File: src/rtl/flash_arbiter.sv
// Round-robin share of one flash byte-read engine among three req/ack ports, with a transfer watchdog.
// Grant to flash_cs/flash_addr takes 1 cycle; requests wait while a transfer runs, ack + 3 cycles between grants.
module flash_arbiter #(
    parameter int TIMEOUT = 63
) (
    input  logic        clk,
    input  logic        resetn,
    input  logic [2:0]  req,
    input  logic [23:0] addr0,
    input  logic [23:0] addr1,
    input  logic [23:0] addr2,
    output logic [2:0]  ack,
    output logic        err,
    output logic [7:0]  rdata,
    output logic        arb_busy,
    input  logic        flash_ready,
    output logic        flash_cs,
    output logic [23:0] flash_addr,
    input  logic        flash_busy,
    input  logic [7:0]  flash_dout
);
    localparam logic [5:0] TMO = 6'(TIMEOUT);

    typedef enum logic [2:0] {
        S_INIT,
        S_IDLE,
        S_WAIT_BUSY,
        S_WAIT_DONE,
        S_GAP
    } state_t;

    state_t      r_state;
    logic [1:0]  r_last;
    logic [1:0]  r_gap;
    logic [5:0]  r_cnt;
    logic        r_cs;
    logic [23:0] r_addr;
    logic [2:0]  r_ack;
    logic        r_err;
    logic [7:0]  r_rdata;
    logic        r_busy;

    logic [1:0]  w_win;
    logic [23:0] w_addr;
    logic [2:0]  w_ack_oh;
    logic [5:0]  w_cnt_nxt;
    logic        w_tmo;

    // Search starts one past the previous winner so every port waits at most two transfers.
    always_comb begin
        w_win = r_last;
        case (r_last)
            2'd0:    w_win = req[1] ? 2'd1 : (req[2] ? 2'd2 : 2'd0);
            2'd1:    w_win = req[2] ? 2'd2 : (req[0] ? 2'd0 : 2'd1);
            default: w_win = req[0] ? 2'd0 : (req[1] ? 2'd1 : 2'd2);
        endcase
        case (w_win)
            2'd0:    w_addr = addr0;
            2'd1:    w_addr = addr1;
            default: w_addr = addr2;
        endcase
        w_ack_oh  = 3'b001 << r_last;
        w_cnt_nxt = r_cnt + 6'd1;
        w_tmo     = (w_cnt_nxt == TMO);
    end

    always_ff @(posedge clk or negedge resetn) begin
        if (!resetn) begin
            r_state <= S_INIT;
            r_last  <= 2'd2;
            r_gap   <= 2'd0;
            r_cnt   <= 6'd0;
            r_cs    <= 1'b0;
            r_addr  <= 24'd0;
            r_ack   <= 3'd0;
            r_err   <= 1'b0;
            r_rdata <= 8'h00;
            r_busy  <= 1'b0;
        end else begin
            case (r_state)
                S_INIT: begin
                    if (flash_ready) r_state <= S_IDLE;
                end
                S_IDLE: begin
                    if (|req) begin
                        r_addr  <= w_addr;
                        r_cs    <= 1'b1;
                        r_busy  <= 1'b1;
                        r_last  <= w_win;
                        r_cnt   <= 6'd0;
                        r_state <= S_WAIT_BUSY;
                    end
                end
                S_WAIT_BUSY: begin
                    if (flash_busy) begin
                        r_cs    <= 1'b0;
                        r_cnt   <= 6'd0;
                        r_state <= S_WAIT_DONE;
                    end else if (w_tmo) begin
                        r_cs    <= 1'b0;
                        r_rdata <= 8'hFF;
                        r_ack   <= w_ack_oh;
                        r_err   <= 1'b1;
                        r_gap   <= 2'd0;
                        r_state <= S_GAP;
                    end else begin
                        r_cnt <= w_cnt_nxt;
                    end
                end
                S_WAIT_DONE: begin
                    if (!flash_busy) begin
                        r_rdata <= flash_dout;
                        r_ack   <= w_ack_oh;
                        r_gap   <= 2'd0;
                        r_state <= S_GAP;
                    end else if (w_tmo) begin
                        r_rdata <= 8'hFF;
                        r_ack   <= w_ack_oh;
                        r_err   <= 1'b1;
                        r_gap   <= 2'd0;
                        r_state <= S_GAP;
                    end else begin
                        r_cnt <= w_cnt_nxt;
                    end
                end
                S_GAP: begin
                    // Ack cycle plus two more keeps cs low long enough for the engine's synchronizer.
                    r_ack <= 3'd0;
                    r_err <= 1'b0;
                    if (r_gap == 2'd2) begin
                        r_busy  <= 1'b0;
                        r_state <= S_IDLE;
                    end else begin
                        r_gap <= r_gap + 2'd1;
                    end
                end
                default: r_state <= S_INIT;
            endcase
        end
    end

    assign ack        = r_ack;
    assign err        = r_err;
    assign rdata      = r_rdata;
    assign arb_busy   = r_busy;
    assign flash_cs   = r_cs;
    assign flash_addr = r_addr;
endmodule

File: config.mk
export PLATFORM = sky130hd
export DESIGN_NAME = flash_arbiter
export DESIGN_NICKNAME = d
export VERILOG_FILES = /design/src/rtl/flash_arbiter.sv
export SDC_FILE = /design/constraint.sdc
export NUM_CORES = 1
export LEC_CHECK = 0
export CAP_MARGIN = 5
export CORE_MARGIN = 1
export CORE_UTILIZATION = 49
export CTS_BUF_LIST = sky130_fd_sc_hd__clkbuf_8
export DETAILED_ROUTE_END_ITERATION = 8
export HOLD_SLACK_MARGIN = 0.08
export PLACE_DENSITY = 0.89
export SYNTH_ARGS = -nofsm -noshare
export SYNTH_HDL_FRONTEND = slang
export SYNTH_SLANG_ARGS = --single-unit
File: constraint.sdc
create_clock -name clk -period 2.95 [get_ports clk]
set_input_delay 0.295 -clock clk [delete_from_list [all_inputs] [get_ports clk]]
set_output_delay 0.295 -clock clk [all_outputs]
set_load 0.1 [all_outputs]
==> flow_metrics.py, run 1 <==
metrics = {
    "run_status": {
        "status": "finished clean",
    },
    "drt": {
        "totalWireLength_mm": 9.27,
        "drc_errors": 0,
        "post_drt_via_cell_ratio": 6.16,
        "vias": 3255,
        "drt_iter0_markers": 178,
        "antenna_left": 0,
        "drt_first_pass_iters": 5,
        "routedWlPerCell_microns": 17.6,
    },
    "cells_and_area": {
        "stdcell_count": 528,
        "area_growth_pct": 39.5,
        "layout_common_cells": "85 x clkdlybuf4s50_1, 50 x dfrtp_1, 44 x buf_4",
        "utilization": 0.727,
        "fill_cells": 460,
        "drive_gt1_frac": 0.146,
        "layout_commonest_cell": "clkdlybuf4s50_1",
        "diodes": 0,
        "final_net_count": 542,
    },
    "clock_network": {
        "worstSkewPairLatency_ns": 0.31,
        "cts.sinks": 51,
        "hold_buffers": 0,
        "cts_tree": "yes",
        "clk_pin_slew_ns": 0.10,
        "clockBufferDepth": 2,
        "htreeDepth": 2,
        "cts-root-buf": "clkbuf_8",
        "cts_buffers": 5,
        "cts_resized": 0,
        "post-cts-setup-buffers": 0,
    },
    "yosys": {
        "ys_ff_latch": 51,
        "syn-cell-area_sq_um": 3180,
        "synth.area.top_cells": "dfrtp_1 39%, a221oi_1 6.9%, a31oi_1 6.3%, nor2b_1 5.3%, nand4_1 5.1%",
        "synth_cells": 346,
        "yosysSeqAreaShare": 0.402,
        "synth_top_area_share": 0.394,
        "synth_edf_count": 0,
        "synth_ff_type": "dfrtp_1",
        "synthArstFlopShare": 1.00,
        "yosysUniqueCellTypes": 50,
        "yosys_warnings": 0,
        "synthesis.nets": 436,
        "yosys.area.top_type": "dfrtp_1",
        "avgSynthCellArea_sq_um": 9.19,
    },
    "place": {
        "port_buffers": 124,
        "routabilityCongestion": 0.814,
        "dp.cells": 520,
        "dp_hpwl_mm": 6.52,
    },
    "sta": {
        "fin_worst_skew_ns": 0.00551,
        "finalSetupTns_ns": 0,
        "finalCritPeriodShare": 0.749,
        "tightest_slew_ns": 1.14,
        "setup_violations": 0,
        "finalMaxSlewViolations": 0,
        "fmax_mhz": 453,
        "hold_ws_ns": 0.202,
        "finalCriticalPeriod_ns": 2.21,
        "hold_viol": 0,
        "rsz0062_at_grt": "false",
        "slew_headroom": 0.241,
    },
    "grt": {
        "grt_pass1_wl_mm": 14.0,
        "grt_max_degree": 54,
        "grt_pass1_vias": 3050,
        "overflow": 0,
        "track_usage": 0.270,
        "antenna_found_initial": 0,
    },
    "critical_path": {
        "critPathRequiredTime_ns": 3.12,
        "crit_type": "primary input to flip-flop",
        "path_max_fanout": 24,
        "crit_start": "req[2]",
        "crit_path_start_kind": "primary input",
        "rr_startpoint": "r_last[0]",
        "end_kind": "flip-flop",
        "arrival_ns": 2.38,
    },
    "floorplanning": {
        "io_pins": 125,
        "die_w_microns": 82.5,
        "row_count": 28,
        "coreArea_sq_um": 6100,
        "start_util": 0.521,
        "die_h_microns": 82.5,
        "dieArea_sq_um": 6810,
    },
    "power_and_ir_drop": {
        "powerDensity_nw_per_um2": 1200,
        "peakVddDrop_mv": 0.793,
        "p_leak_nw": 1.88,
    },
    "flow_run": {
        "cap_violations": 0,
    },
    "min_path": {
        "hold_class": "primary input to asynchronous set/reset pin",
    },
}
layout make-up:
| class | instances | area [sq um] | share of cell area |
|---|---|---|---|
| clock inverter | 2 | 38.8 | 0.00875 |
| tap | 75 | 93.8 | 0.0212 |
| multi-input combinational | 261 | 1740 | 0.393 |
| sequential | 51 | 1280 | 0.288 |
| inverter | 3 | 11.3 | 0.00254 |
| timing repair buffer | 130 | 1190 | 0.267 |
| clock buffer | 6 | 82.6 | 0.0186 |
per-layer routing:
layer	wire length, microns	share of wire	GRT usage	up-vias
li1	-	-	-	1545
met1	3670	0.40	0.338	1539
met2	4700	0.51	0.459	144
met3	611	0.066	0.0440	27
met4	293	0.032	0.117	0
met5	0	0	0	-
registers in the layout (all words and copies together), names as in the netlist:
| register | flops |
|---|---|
| flash_addr | 24 |
| rdata | 8 |
| r_cnt | 6 |
| ack | 3 |
| r_state | 3 |
| r_gap | 2 |
| r_last | 2 |
| arb_busy | 1 |
| err | 1 |
| flash_cs | 1 |
worst paths after layout:
| kind | endpoint | slack (ns) | cells after the start |
|---|---|---|---|
| worst max register to register | flash_addr[0] | 0.78 | 4 |
| max in group asynchronous | flash_addr[11] | 2.06 | 1 |
| worst min register to register | arb_busy | 0.50 | 1 |
| min in group clk | arb_busy | 0.50 | 1 |
| worst min-delay path | rdata[7] | 0.20 | 1 |
| worst max-delay path | flash_addr[10] | 0.74 | 5 |
synthesized netlist by cell type, drive strengths merged (2+ instances only):
| library cell | count |
|---|---|
| xnor2 | 2 |
| a31oi | 32 |
| nor3 | 5 |
| xor2 | 2 |
| a22o | 3 |
| nor2b | 27 |
| mux2i | 2 |
| nor3b | 3 |
| a21o | 5 |
| clkbuf | 14 |
| nand2b | 6 |
| buf | 17 |
| inv | 3 |
| dfrtp | 50 |
| and3 | 24 |
| nor2 | 35 |
| nand2 | 9 |
| a21oi | 3 |
| ha | 3 |
| a221oi | 25 |
| or2 | 3 |
| o22a | 8 |
| nand3 | 6 |
| o21a | 9 |
| o21ai | 6 |
| nand4 | 26 |
| a32oi | 2 |
power breakdown:
part	total, mW	internal [mW]	switching, mW	leakage, nW
Sequential	1.22	0.987	0.231	0.602
Clock	0.525	0.279	0.246	0.0618
Combinational	3.56	0.968	2.59	1.22
Total	5.30	2.23	3.07	1.88
worst max-delay path, stage by stage:
cell and delay (ns):
clkdlybuf4s50_1 0.68, nand2b_1 0.22, nand2_1 0.49, a221oi_1 0.54
a31oi_1 0.15
per-stage QoR:
stage / setup slack [ns] / power, mW / instance area (sq um)
floorplan: 1.28 / 3.98 / 3180
global placement: 0.526 / 4.68 / 4310
detailed placement: 0.428 / 4.77 / 4310
CTS: 0.763 / 5.29 / 4430
global route: 0.597 / 5.56 / 4430
finish: 0.741 / 5.30 / 4430
cell families after synthesis:
kind of cell / count (synthesis) / synth area share
multiplexers: 2 / 0.00630
adder cells (fa/ha/maj): 3 / 0.0118
buffers and inverters: 34 / 0.0500
AO/OA/AOI/OAI: 100 / 0.244
XOR/XNOR: 4 / 0.0110
AND/OR/NAND/NOR: 152 / 0.275
flip-flops: 51 / 0.402
Power figures use the tool's default switching activity.
==> inputs of run 2 (changes only) <==
Settings changed: CORE_UTILIZATION 49 to 41, PLACE_DENSITY 0.89 to 0.79.
Clock period 2.95 ns to 1.9 ns, I/O delays scaled along.
==> flow_metrics.py, run 2 (synthesis results as in run 1) <==
metrics = {
    "clock_network": {
        "htreeDepth": 2,
        "cts.sinks": 51,
        "clockBufferDepth": 2,
        "cts_tree": "yes",
        "worstSkewPairLatency_ns": 0.31,
        "cts_buffers": 5,
        "cts-root-buf": "clkbuf_8",
        "clk_pin_slew_ns": 0.10,
        "post-cts-setup-buffers": 0,
    },
    "sta": {
        "hold_ws_ns": 0.373,
        "finalMaxSlewViolations": 0,
        "rsz0062_at_grt": "false",
        "hold_viol": 0,
        "setup_violations": 0,
        "fin_worst_skew_ns": 0.00764,
        "slew_headroom": 0.602,
        "finalSetupTns_ns": 0,
        "tightest_slew_ns": 0.592,
        "finalCriticalPeriod_ns": 1.80,
        "fmax_mhz": 555,
        "finalCritPeriodShare": 0.949,
    },
    "critical_path": {
        "critPathMaxStageDelay_ns": 0.54,
        "crit_path_start_kind": "flip-flop",
        "r2r-end": "r_cnt[0]",
        "critPathRequiredTime_ns": 2.14,
        "crit_type": "flip-flop to flip-flop",
        "rr_startpoint": "r_state[2]",
        "path_max_fanout": 7,
        "arrival_ns": 2.05,
        "cp_cell_sequence": "nand2b_2 -> nor3_1 -> o21ai_0 -> mux2i_1",
        "crit_slowest_cell": "nor3_1",
        "r2r_cells": 4,
        "end_kind": "flip-flop",
        "rrSetupSlack_ns": 0.1,
    },
    "drt": {
        "routedWlPerCell_microns": 16.5,
        "drc_errors": 0,
        "vias": 3330,
        "totalWireLength_mm": 9.52,
        "drt_first_pass_iters": 6,
        "drt_iter0_markers": 186,
        "antenna_left": 0,
        "post_drt_via_cell_ratio": 5.77,
    },
    "place": {
        "port_buffers": 124,
        "dp_hpwl_mm": 7.03,
        "routabilityCongestion": 0.871,
        "dp.cells": 568,
    },
    "run_status": {
        "status": "finished clean",
    },
    "floorplanning": {
        "io_pins": 125,
        "die_w_microns": 90.0,
        "die_h_microns": 90.0,
        "coreArea_sq_um": 7370,
        "row_count": 31,
        "start_util": 0.431,
        "dieArea_sq_um": 8110,
    },
    "power_and_ir_drop": {
        "powerDensity_nw_per_um2": 1780,
        "p_leak_nw": 2.02,
        "peakVddDrop_mv": 0.937,
    },
    "min_path": {
        "hold_class": "primary input to asynchronous set/reset pin",
    },
    "grt": {
        "grt_max_degree": 33,
        "grt_pass1_wl_mm": 15.2,
        "overflow": 0,
        "grt_pass1_vias": 3185,
        "track_usage": 0.229,
        "antenna_found_initial": 0,
    },
    "cells_and_area": {
        "drive_gt1_frac": 0.190,
        "area_growth_pct": 48.1,
        "layout_common_cells": "85 x clkdlybuf4s50_1, 62 x buf_4, 50 x dfrtp_1",
        "layout_commonest_cell": "clkdlybuf4s50_1",
        "largest_register_ffs": 24,
        "stdcell_count": 577,
        "diodes": 0,
        "utilization": 0.639,
        "final_net_count": 567,
    },
    "flow_run": {
        "cap_violations": 0,
    },
}
[run 2: final cells by class]
| cell class | instances | area (sq um) |
|---|---|---|
| Clock inverter | 3 | 18.8 |
| Sequential cell | 51 | 1280 |
| Tap cell | 99 | 124 |
| Multi-Input combinational cell | 261 | 1760 |
| Fill cell | 654 | 2660 |
| Clock buffer | 5 | 68.8 |
| Inverter | 3 | 11.3 |
| Timing Repair Buffer | 155 | 1450 |
[run 2: power breakdown]
group	internal, mW	switching [mW]	total [mW]	leakage (nW)
clock network	0.260	0.385	0.646	0.0483
logic	1.77	4.07	5.84	1.37
registers	1.53	0.351	1.88	0.602
total	3.56	4.81	8.37	2.02
[run 2: how the worst max path moves through the flow]
stage | from | end | slack [ns] | cells past startpoint
2_1_floorplan | r_last[1] | flash_addr[10] | 0.23 | 6
3_3_place_gp | req[0] | flash_addr[23] | -0.04 | 5
3_5_place_dp | req[0] | flash_addr[23] | -0.07 | 5
4_1_cts | r_last[1] | flash_addr[10] | 0.07 | 4
5_1_grt | r_state[2] | r_cnt[0] | 0.02 | 4
6_report | r_state[2] | r_cnt[0] | 0.1 | 4
[run 2: per-stage QoR]
| stage | area [sq um] | setup slack, ns | total power [mW] |
|---|---|---|---|
| global route | 4710 | 0.0199 | 8.77 |
| finish | 4710 | 0.0969 | 8.37 |
| CTS | 4700 | 0.0726 | 8.35 |
| global placement | 4600 | -0.0353 | 7.62 |
| detailed placement | 4600 | -0.0703 | 7.70 |
| floorplan | 3180 | 0.232 | 6.17 |
[run 2: critical path: cells and delay by family (launching register included)]
kind               cells  cell delay (ns)
AOI/OAI and AO/OA      1             0.25
DFF                    1             0.49
muxes                  1             0.18
and+or+nand+nor        2             0.82
[run 2: routing by layer]
layer / part of all wire / track usage
met5: 0 / 0
met4: 0.019 / 0.0806
met3: 0.060 / 0.0364
met2: 0.47 / 0.376
met1: 0.45 / 0.307
[run 2: what timing repair did]
item                                    CTS  global route
hold buffers                              1             0
endpoints found under the hold margin    18             0
endpoints found under the setup margin    0             5
resized for setup                         0             2
==> inputs of run 3 (changes only) <==
Settings changed: CORE_UTILIZATION 41 to 40, CTS_BUF_LIST sky130_fd_sc_hd__clkbuf_8 to unset, PLACE_DENSITY 0.79 to 0.77, REMOVE_ABC_BUFFERS set to 1.
==> flow_metrics.py, run 3 (synthesis results as in run 1) <==
metrics = {
    "run_status": {
        "status": "finished clean",
    },
    "floorplanning": {
        "die_w_microns": 91.1,
        "dieArea_sq_um": 8310,
        "start_util": 0.413,
        "io_pins": 125,
        "row_count": 32,
        "coreArea_sq_um": 7690,
        "die_h_microns": 91.1,
    },
    "drt": {
        "routedWlPerCell_microns": 16.9,
        "route.met3.wl_microns": 793,
        "totalWireLength_mm": 9.91,
        "wl_met1_mm": 4.05,
        "top_layer_used": "met4",
        "antenna_left": 0,
        "drc_errors": 0,
        "post_drt_via_cell_ratio": 5.77,
        "drt_iter0_markers": 160,
        "vias": 3386,
        "drt_first_pass_iters": 4,
        "routed-wl-met2_mm": 4.91,
    },
    "critical_path": {
        "cp_cell_sequence": "nand2b_2 -> nor2_1 -> buf_4 -> o22a_1 -> o21a_1",
        "r2r-end": "rdata[7]",
        "path_max_fanout": 8,
        "r2r_cells": 5,
        "crit_slowest_cell": "dfrtp_1",
        "critPathMaxStageDelay_ns": 0.49,
        "crit_path_start_kind": "flip-flop",
        "rr_startpoint": "r_state[2]",
        "critPathRequiredTime_ns": 2.15,
        "end_kind": "flip-flop",
        "crit_type": "flip-flop to flip-flop",
        "arrival_ns": 2.05,
        "rrSetupSlack_ns": 0.10,
    },
    "grt": {
        "grt_pass1_vias": 3430,
        "grt_max_degree": 39,
        "track_usage": 0.243,
        "grt_pass1_wl_mm": 16.1,
        "overflow": 0,
        "antenna_found_initial": 0,
    },
    "flow_run": {
        "cap_violations": 0,
    },
    "clock_network": {
        "clk_pin_slew_ns": 0.10,
        "cts-root-buf": "clkbuf_8",
        "cts_buffers": 5,
        "cts.sinks": 51,
        "clockBufferDepth": 2,
        "cts_tree": "yes",
        "worstSkewPairLatency_ns": 0.31,
        "htreeDepth": 2,
    },
    "cells_and_area": {
        "diodes": 0,
        "drive_gt1_frac": 0.206,
        "final_net_count": 574,
        "layout_commonest_cell": "clkdlybuf4s50_1",
        "layout_common_cells": "85 x clkdlybuf4s50_1, 71 x buf_4, 50 x dfrtp_1",
        "area_growth_pct": 49.9,
        "largest_register_ffs": 24,
    },
    "place": {
        "place_ws_ns": 0.0119,
        "routabilityCongestion": 0.865,
        "port_buffers": 124,
        "dp_hpwl_mm": 7.38,
    },
    "sta": {
        "fmax_mhz": 557,
        "setup_violations": 0,
        "finalMaxSlewViolations": 0,
        "fin_worst_skew_ns": 0.0101,
        "worst_slack_ns": 0.103,
        "hold_ws_ns": 0.401,
        "tightest_slew_ns": 0.591,
        "finalCritPeriodShare": 0.946,
        "slew_headroom": 0.606,
        "rsz0062_at_grt": "false",
        "finalCriticalPeriod_ns": 1.80,
        "hold_viol": 0,
    },
    "power_and_ir_drop": {
        "powerDensity_nw_per_um2": 1810,
        "p_leak_nw": 2.05,
        "p_total_mw": 8.61,
        "peakVddDrop_mv": 1.11,
    },
    "min_path": {
        "hold_class": "primary input to asynchronous set/reset pin",
    },
}
## run 3: per-stage QoR
step | util | cells | instance area (sq um) | setup TNS, ns
5_1_grt | 0.620 | 587 | 4760 | 0
4_1_cts | 0.619 | 587 | 4760 | 0
3_5_place_dp | 0.602 | 578 | 4630 | 0
3_3_place_gp | 0.602 | 578 | 4630 | 0
6_report | 0.620 | 587 | 4760 | 0
2_1_floorplan | - | 315 | 3030 | -10.38
## run 3: metal layers
layer  up-vias  global-route usage
met1      1613               0.282
met5         -                   0
met3        19              0.0729
li1       1608                   -
met2       146               0.422
met4         0              0.0913
## run 3: how the worst max path moves through the flow
stage	startpoint	to	slack [ns]	cells past startpoint
floorplan	r_last[0]	flash_addr[0]	-0.42	4
global placement	flash_busy	rdata[7]	0.03	6
detailed placement	flash_busy	rdata[6]	0.01	6
CTS	r_cnt[1]	flash_cs	0.11	5
global route	r_cnt[1]	ack[2]	0.009	6
finish	r_state[2]	rdata[7]	0.10	5
## run 3: report_power, final
part           internal [mW]  leakage [nW]  switching, mW
registers               1.53         0.602          0.372
clock network          0.427        0.0612          0.375
logic                   1.80          1.39           4.10
## run 3: area by class of cell
cell class                      instances  area, sq um
Timing Repair Buffer                  162         1480
Clock buffer                            6         82.6
Fill cell                             656         2920
Multi-Input combinational cell        261         1750
Inverter                                3         11.3
Tap cell                              102          128
Sequential cell                        51         1280
Clock inverter                          2         35.0
## run 3: timing repair
item / 4_1_cts / 5_1_grt
setup endpoints to repair: 0 / 10
hold endpoints to repair: 23 / 0
setup buffers: 0 / 0
hold buffers: 1 / 0
gates resized for setup: 0 / 3
## run 3: critical path: cells and delay by family, from the launching register on
family	cells	cell delay, ns
simple gates	2	0.75
flops	1	0.49
buf+inv	1	0.26
compound gates	2	0.25
